===== src/rtl/seq_div_pkg.sv =====
// Shared definitions for the sequential signed divider: FSM state encoding
// and the step-counter width helper.
package seq_div_pkg;

  typedef enum logic [2:0] {
    IDLE   = 3'd0,
    ABS    = 3'd1,
    DIVIDE = 3'd2,
    FIXUP  = 3'd3,
    DONE   = 3'd4
  } state_t;

  function automatic int cnt_width(input int w);
    return (w <= 2) ? 1 : $clog2(w);
  endfunction

endpackage


===== src/rtl/seq_div_step.sv =====
// One restoring-division step: shift in a dividend bit, trial-subtract the
// divisor, keep the difference only when it did not borrow.
module div_step #(
  parameter int WIDTH = 32
) (
  input  logic [WIDTH-1:0] rem_in,
  input  logic             dvd_bit,
  input  logic [WIDTH-1:0] divisor,
  output logic [WIDTH-1:0] rem_out,
  output logic             q_bit
);

  logic [WIDTH:0] trial;

  // rem_in < divisor <= 2^(WIDTH-1), so the shifted value fits in WIDTH bits
  // and the top bit of the WIDTH+1 bit difference is exactly the borrow.
  assign trial   = {rem_in, dvd_bit} - {1'b0, divisor};
  assign q_bit   = ~trial[WIDTH];
  assign rem_out = q_bit ? trial[WIDTH-1:0] : {rem_in[WIDTH-2:0], dvd_bit};

endmodule


===== src/rtl/seq_div.sv =====
// Multi-cycle signed divider (truncate toward zero), one restoring step per cycle.
// Optional SEQ_DIV_EARLY_EXIT_EN: skip DIVIDE when |a| < |b|.
module seq_div
  import seq_div_pkg::*;
#(
  parameter int WIDTH = 32
) (
  input  logic             clk,
  input  logic             rst_n,
  input  logic [WIDTH-1:0] a,
  input  logic [WIDTH-1:0] b,
  input  logic             in_valid,
  output logic             in_ready,
  output logic [WIDTH-1:0] z,
  output logic [WIDTH-1:0] r,
  output logic             div_by_zero,
  output logic             out_valid,
  input  logic             out_ready
);

  localparam int CW = cnt_width(WIDTH);

  state_t           state;
  logic [WIDTH-1:0] a_cap;
  logic [WIDTH-1:0] b_cap;
  logic [WIDTH-1:0] dvd;
  logic [WIDTH-1:0] q;
  logic [WIDTH-1:0] rem;
  logic             sign_a;
  logic             sign_q;
  logic [CW-1:0]    cnt;

  logic [WIDTH-1:0] a_mag;
  logic [WIDTH-1:0] b_mag;
  logic [WIDTH-1:0] step_rem;
  logic             step_q;

  // Negating MIN yields 2^(WIDTH-1), which is the correct unsigned magnitude.
  assign a_mag = sign_a ? -a_cap : a_cap;
  assign b_mag = b_cap[WIDTH-1] ? -b_cap : b_cap;

  div_step #(.WIDTH(WIDTH)) u_step (
    .rem_in  (rem),
    .dvd_bit (dvd[WIDTH-1]),
    .divisor (b_mag),
    .rem_out (step_rem),
    .q_bit   (step_q)
  );

  always_ff @(posedge clk) begin
    if (!rst_n) begin
      state       <= IDLE;
      in_ready    <= 1'b0;
      out_valid   <= 1'b0;
      z           <= '0;
      r           <= '0;
      div_by_zero <= 1'b0;
      a_cap       <= '0;
      b_cap       <= '0;
      dvd         <= '0;
      q           <= '0;
      rem         <= '0;
      sign_a      <= 1'b0;
      sign_q      <= 1'b0;
      cnt         <= '0;
    end else begin
      case (state)
        IDLE: begin
          in_ready <= 1'b1;
          if (in_valid && in_ready) begin
            a_cap    <= a;
            b_cap    <= b;
            sign_a   <= a[WIDTH-1];
            sign_q   <= a[WIDTH-1] ^ b[WIDTH-1];
            in_ready <= 1'b0;
            state    <= ABS;
          end
        end
        ABS: begin
          rem <= '0;
          q   <= '0;
          dvd <= a_mag;
          cnt <= CW'(WIDTH - 1);
          if (b_cap == '0) begin
            z           <= '1;
            r           <= a_cap;
            div_by_zero <= 1'b1;
            out_valid   <= 1'b1;
            state       <= DONE;
`ifdef SEQ_DIV_EARLY_EXIT_EN
          end else if (a_mag < b_mag) begin
            rem   <= a_mag;
            state <= FIXUP;
`endif
          end else begin
            state <= DIVIDE;
          end
        end
        DIVIDE: begin
          rem <= step_rem;
          q   <= {q[WIDTH-2:0], step_q};
          dvd <= {dvd[WIDTH-2:0], 1'b0};
          cnt <= cnt - CW'(1);
          if (cnt == '0) state <= FIXUP;
        end
        FIXUP: begin
          z           <= sign_q ? -q : q;
          r           <= sign_a ? -rem : rem;
          div_by_zero <= 1'b0;
          out_valid   <= 1'b1;
          state       <= DONE;
        end
        DONE: begin
          if (out_ready) begin
            out_valid <= 1'b0;
            in_ready  <= 1'b1;
            state     <= IDLE;
          end
        end
        default: begin
          in_ready  <= 1'b0;
          out_valid <= 1'b0;
          state     <= IDLE;
        end
      endcase
    end
  end

endmodule


===== config.mk =====
export PLATFORM = sky130hd
export DESIGN_NAME = seq_div
export DESIGN_NICKNAME = d
export VERILOG_FILES = /design/src/rtl/seq_div_pkg.sv /design/src/rtl/seq_div_step.sv /design/src/rtl/seq_div.sv
export SDC_FILE = /design/constraint.sdc
export NUM_CORES = 1
export LEC_CHECK = 0
export CAP_MARGIN = 20
export CORE_ASPECT_RATIO = 0.5
export CORE_MARGIN = 4
export CORE_UTILIZATION = 52
export CTS_CLUSTER_DIAMETER = 60
export DETAILED_ROUTE_END_ITERATION = 8
export HOLD_SLACK_MARGIN = 0.03
export PLACE_DENSITY_LB_ADDON = 0.12
export SLEW_MARGIN = 20
export SYNTH_ARGS = -nofsm -noshare
export SYNTH_HDL_FRONTEND = slang
export SYNTH_SLANG_ARGS = --single-unit

===== constraint.sdc =====
create_clock -name clk -period 4.6 [get_ports clk]
set_clock_uncertainty 0.2 [all_clocks]
set_input_delay 0.69 -clock clk [delete_from_list [all_inputs] [get_ports clk]]
set_output_delay 0.69 -clock clk [all_outputs]
set_load 0.005 [all_outputs]

# After elaboration in Yosys (flattened, before gate mapping)

Index checks and enable logic that the tools add are counted.

Logic and storage cells: 70
Memory bits (writable): 0
Register bits: 237
Memories: 0
Memory bits (read-only): 0
Input port bits: 68
Bits in latches: 0

Reduce and logical (&&, ||, !) cells: 13
Div/mod/pow operators: 0
Shifts and indexed selects: 0
Multiplexer cells: 25
Add/subtract/negate cells: 6
Equal/unequal tests: 8
$lt $le $gt $ge: 0
Multiply operators: 0
Bitwise logic cells: 4

Operators by type and width:

| kind                                                 | count |
|---|---|
| one-hot mux 32 bit (2 select lines)                  | 5 |
| 2-to-1 mux 32 bit                                    | 7 |
| negation 32 bit                                      | 4 |
| subtractor 33 x 32 -> 33 bit                         | 1 |
| zero test 32 bit                                     | 1 |
| one-hot mux 3 bit (5 select lines)                   | 1 |
| 2-to-1 mux 3 bit                                     | 4 |
| one-hot mux 5 bit (2 select lines)                   | 1 |
| != test 2 bit (second input constant)                | 4 |
| equality test 3 x 2 -> 1 bit (second input constant) | 2 |
| AND reduction 2 bit                                  | 3 |
| AND reduction 3 bit                                  | 2 |
| zero test 5 bit                                      | 1 |
| subtractor 5 x 1 -> 5 bit (second input constant)    | 1 |
| 2-to-1 mux 1 bit                                     | 4 |
| one-hot mux 1 bit (4 select lines)                   | 1 |
| nonzero test 2 bit                                   | 2 |
| equality test 3 x 1 -> 1 bit (second input constant) | 1 |
| equality test 3 bit (second input constant)          | 1 |
| zero test 3 bit                                      | 1 |
| inverter 1 bit                                       | 3 |
| one-hot mux 1 bit (3 select lines)                   | 1 |
| OR reduction 3 bit                                   | 1 |
| one-hot mux 1 bit (2 select lines)                   | 1 |
| 3 further kinds                                      | 3 |

# Logic depth before layout (Yosys ltp)

Depth after elaboration: 5
Gate-level depth with buffers: 19

# Hierarchy

From an unflattened synthesis, not the netlist that was laid out.

Cell total of the unflattened synthesis: 1670
Area total of the unflattened synthesis: 13658.1 um^2

By module, submodules not included:

| module   | times used | cells an instance | sequential area each (um^2) | area each (um^2) |
|---|---|---|---|---|
| seq_div  | 1          | 1359              | 4724.5                      | 11402.2 |
| div_step | 1          | 311               | 0.0                         | 2255.9 |

# Worst setup path after synthesis

OpenSTA, ideal clock, no wires.

Path type: flip-flop to flip-flop
Start point: register b_cap[8]
End point: register rem[31]
Stages on the path, launching flop included: 17
Slack: -0.147 ns
Period minus slack after synthesis: 4.747 ns
Data required time: 4.321 ns
Data arrival time: 4.468 ns
Path through: dfxtp_1 > or4_1 > nor2_1 > nand2_1 > o31ai_1 > xor2_1 > ha_1 > a21o_1 > a211o_1 > or4_1 > o211a_1 > a211oi_2 > o21ai_1 > and3_1 > buf_2 > or4b_1 > o211ai_1

Longest elaborated chain between the ends: 5

Ends and longest elaborated chain:

| what                                    | RTL line           | RTL |
|---|---|---|
| from (decl)                             | seq_div.sv:25      | `logic [WIDTH-1:0] b_cap;` |
| from (signal assigned)                  | seq_div.sv:59      | `b_cap <= '0;` |
| from (signal assigned)                  | seq_div.sv:72      | `b_cap <= b;` |
| negation 32 bit                         | seq_div.sv:40      | `assign b_mag = b_cap[WIDTH-1] ? -b_cap : b_cap;` |
| 2-to-1 mux 32 bit (*)                   | seq_div.sv:40      |  |
| subtractor 33 x 32 -> 33 bit (*)        | seq_div_step.sv:17 | `assign trial = {rem_in, dvd_bit} - {1'b0, divisor};` |
| 2-to-1 mux 32 bit (*)                   | seq_div_step.sv:19 | `assign rem_out = q_bit ? trial[WIDTH-1:0] : {rem_in[WIDTH-2:0], dvd_bit};` |
| one-hot mux 32 bit (2 select lines) (*) | seq_div.sv:67      | `case (state)` |
| to (signal assigned)                    | seq_div.sv:100     | `rem <= step_rem;` |
| to (decl)                               | seq_div.sv:28      | `logic [WIDTH-1:0] rem;` |

Every way passes the cells marked *; elsewhere a longest branch is shown, timed or not.
A chain may end at the register's enable or synchronous reset.

# Worst setup path in the final report

Start point: register b_cap[5]
End point: register rem[31]

The elaborated chain is that of the path after synthesis.

==> flow_metrics.py <==
metrics = {
    "route": {
        "post_drt_via_cell_ratio": 5.95,
        "met2_length_mm": 18.8,
        "first_pass_iters": 5,
        "wirelength_met1_mm": 17.8,
        "drtAntennaViolNets": 0,
        "top_layer": "met4",
        "drt_iter0_markers": 1060,
        "num_vias": 12681,
        "wirelength_mm": 39.9,
        "wl_met3_mm": 2.42,
        "drc": 0,
        "wl_per_cell_um": 18.7,
    },
    "global_route": {
        "antenna_found_initial": 1,
        "track_usage_pct": 27.3,
        "gr-total-overflow": 0,
        "grt_max_degree": 107,
        "grt_pass1_wl_mm": 62.8,
        "grt_pass1_vias": 11818,
    },
    "outcome": {
        "status": "complete, no violations",
    },
    "sta": {
        "fin_crit_ns": 4.57,
        "finalMaxSlewViolations": 0,
        "max_freq_ghz": 0.219,
        "worst_slack_ns": 0.0272,
        "worst_slew_pin_slew_ns": 0.754,
        "rsz0062_at_grt": "true",
        "timing.hold.ws_ns": 0.259,
        "slew_headroom_pct": 49.1,
        "fin_tns_setup_ns": 0,
        "finalSetupViolCount": 0,
        "timing.final.crit_share_pct": 99.4,
        "finalHoldViolCount": 0,
    },
    "layout": {
        "drive_above_1_share_pct": 9.08,
        "fillers": 2208,
        "fin_nets": 1888,
        "final_area_sq_um": 15900,
        "regArea_sq_um": 4730,
        "multi_input_area_sq_um": 8060,
        "insertedDiodeCount": 0,
        "syn_to_final_growth_pct": 21.4,
    },
    "worst_setup_path": {
        "r2r_setup_slack_ns": 0.03,
        "cp.arrival_ns": 4.83,
        "required_ns": 4.85,
        "slowest_stage": "or4b_1",
        "cp-start-kind": "flip-flop",
        "worstSetupEndpointType": "flip-flop",
        "slowest_delay_ns": 0.51,
        "critPathMaxFanout": 6,
        "worstSetupPathType": "flip-flop to flip-flop",
        "worstPathCellList": "nor4_4 > nand2b_1 > nor2_1 > nand3_1 > o41ai_1 > xor2_1 > ha_1 > o21ai_1 > o21bai_1 > or4_4 > o211a_4 > a211oi_4 > o21ai_2 > and3_4 > or4b_1 > o211ai_1",
    },
    "clock_tree": {
        "clockRootBuffer": "clkbuf_16",
        "clock_sinks": 236,
        "insertion_delay_ns": 0.55,
        "cts_tree": "done",
        "cts_buffer_depth": 3,
        "cts_inserted_buffers": 23,
        "h-tree-depth": 1,
        "clkTransAtPathRegs_ns": 0.07,
    },
    "synthesis": {
        "synthCells": 1674,
        "seq_area_frac_synth_pct": 36.0,
        "synth_seq_cells": 236,
        "synth_edf_count": 0,
        "ys_warn_count": 0,
        "synthesis.area_sq_um": 13100,
        "synth_cell_types": 68,
        "ys.flop_type": "dfxtp_1",
        "synth-async-reset-ratio_pct": 0,
        "synth_fp_nets": 1781,
        "syn_avg_cell_area_sq_um": 7.84,
    },
    "floorplanning": {
        "die_area_sq_um": 28000,
        "die_width_um": 233,
        "die_y_um": 120,
        "start_util_pct": 53.7,
        "ios": 135,
        "core_sq_um": 24400,
        "rows": 40,
    },
    "run": {
        "maxCapViolCount": 0,
    },
    "power": {
        "p_per_area_nw_per_um2": 426,
        "vdd_drop_max_mv": 0.264,
        "power_mw": 6.79,
        "p_leak_nw": 5.80,
    },
    "placement": {
        "gp_congestion": 0.964,
        "dp_slack_ns": -0.163,
        "io_buffers": 134,
        "place_hpwl_mm": 29.1,
        "dpl-instance-area_sq_um": 15000,
    },
    "min_path": {
        "hp-class": "flip-flop to flip-flop",
    },
}
-- placed cells by master, fill, tap and decap left out, drive strengths merged, types with 5 or more instances in the layout --
cell / instances
a211oi: 43
a21o: 11
a21oi: 164
a221oi: 10
a22oi: 73
a31oi: 6
and2: 7
and3: 11
buf: 68
clkbuf: 31
clkdlybuf4s50: 134
dfxtp: 236
ha: 38
inv: 21
mux2i: 15
nand2: 305
nand2b: 11
nand3: 18
nand4: 28
nor2: 107
nor2b: 10
nor3: 47
nor4: 8
o2111ai: 5
o211ai: 33
o21a: 5
o21ai: 72
o21bai: 8
o31ai: 27
o41ai: 14
or2: 5
or3: 22
or4: 17
xnor2: 77
xor2: 61
-- power breakdown --
| group | internal [mW] | leakage, nW | switching [mW] |
|---|---|---|---|
| Combinational | 1.04 | 3.52 | 1.47 |
| Clock | 1.09 | 0.369 | 0.844 |
| Sequential | 2.17 | 1.91 | 0.169 |
-- logic make-up (layout without fill, tap and decap cells) --
group / count (synthesis) / after routing / synth area share [%]
AND/OR/NAND/NOR: 606 / 606 / 20.9
AO/OA/AOI/OAI: 499 / 499 / 24.7
XOR/XNOR: 138 / 138 / 9.21
adder cells (fa/ha/maj): 39 / 39 / 3.77
flip-flops: 236 / 236 / 36.0
buffers and inverters: 139 / 261 / 4.07
multiplexers: 17 / 17 / 1.32
-- layout make-up --
| cell class | instances | share of cell area (%) |
|---|---|---|
| Clock inverter | 9 | 0.730 |
| Timing Repair Buffer | 202 | 11.9 |
| Inverter | 19 | 0.479 |
| Sequential cell | 236 | 29.7 |
| Multi-Input combinational cell | 1299 | 50.6 |
| Tap cell | 336 | 2.64 |
| Clock buffer | 31 | 3.99 |
-- registers in the layout, indices dropped and copies added (netlist names), 3 cells and up --
| signal | cells |
|---|---|
| a_cap | 32 |
| b_cap | 32 |
| cnt | 5 |
| dvd | 32 |
| q | 32 |
| r | 32 |
| rem | 32 |
| state | 3 |
| z | 32 |
-- worst max-delay path: cells and delay by family, from the launching register on --
kind,cells,cell delay (ns)
AND/OR/NAND/NOR,7,1.98
AO/OA/AOI/OAI,7,1.43
flip-flops,1,0.36
adder cells (fa/ha/maj),1,0.32
XOR/XNOR,1,0.22
-- cells in the mapped netlist (18+ instances only) --
library cell / instances / area (sq um)
ha_1: 38 / 475
a211oi_1: 42 / 315
xnor2_1: 77 / 674
nand3_1: 18 / 90.1
or3_1: 19 / 119
nor3_1: 47 / 235
dfxtp_1: 236 / 4720
inv_1: 18 / 67.6
nor2_1: 107 / 402
a21oi_1: 163 / 816
o31ai_1: 26 / 195
o211ai_1: 33 / 248
o21ai_0: 69 / 345
a22oi_1: 73 / 548
clkbuf_1: 102 / 383
xor2_1: 61 / 534
nand2_1: 305 / 1140
nand4_1: 28 / 175
-- routing by layer --
metal	GRT usage, %	up-vias
met5	0	-
met1	37.6	6000
met2	46.0	380
met4	5.93	0
li1	-	6240
met3	3.48	61
-- repair_timing --
action	in CTS	in global routing
hold buffers	0	0
pin swaps	0	20
buffers inserted	0	4
setup endpoints to repair	5	33
hold endpoints to repair	0	0
gates resized for setup	9	27
-- metrics by stage --
stage	std cells	util, %
6_report	2132	65.2
3_3_place_gp	2088	61.5
2_1_floorplan	1674	-
3_5_place_dp	2088	61.5
5_1_grt	2132	65.2
4_1_cts	2128	64.7
-- worst paths after layout --
path,cells past startpoint,start,endpoint
max,16,b_cap[5],rem[31]
min,2,dvd[1],dvd[1]
max reg2reg,16,b_cap[5],rem[31]
min reg2reg,2,dvd[1],dvd[1]
No activity file was read; power rests on OpenSTA's default activity.
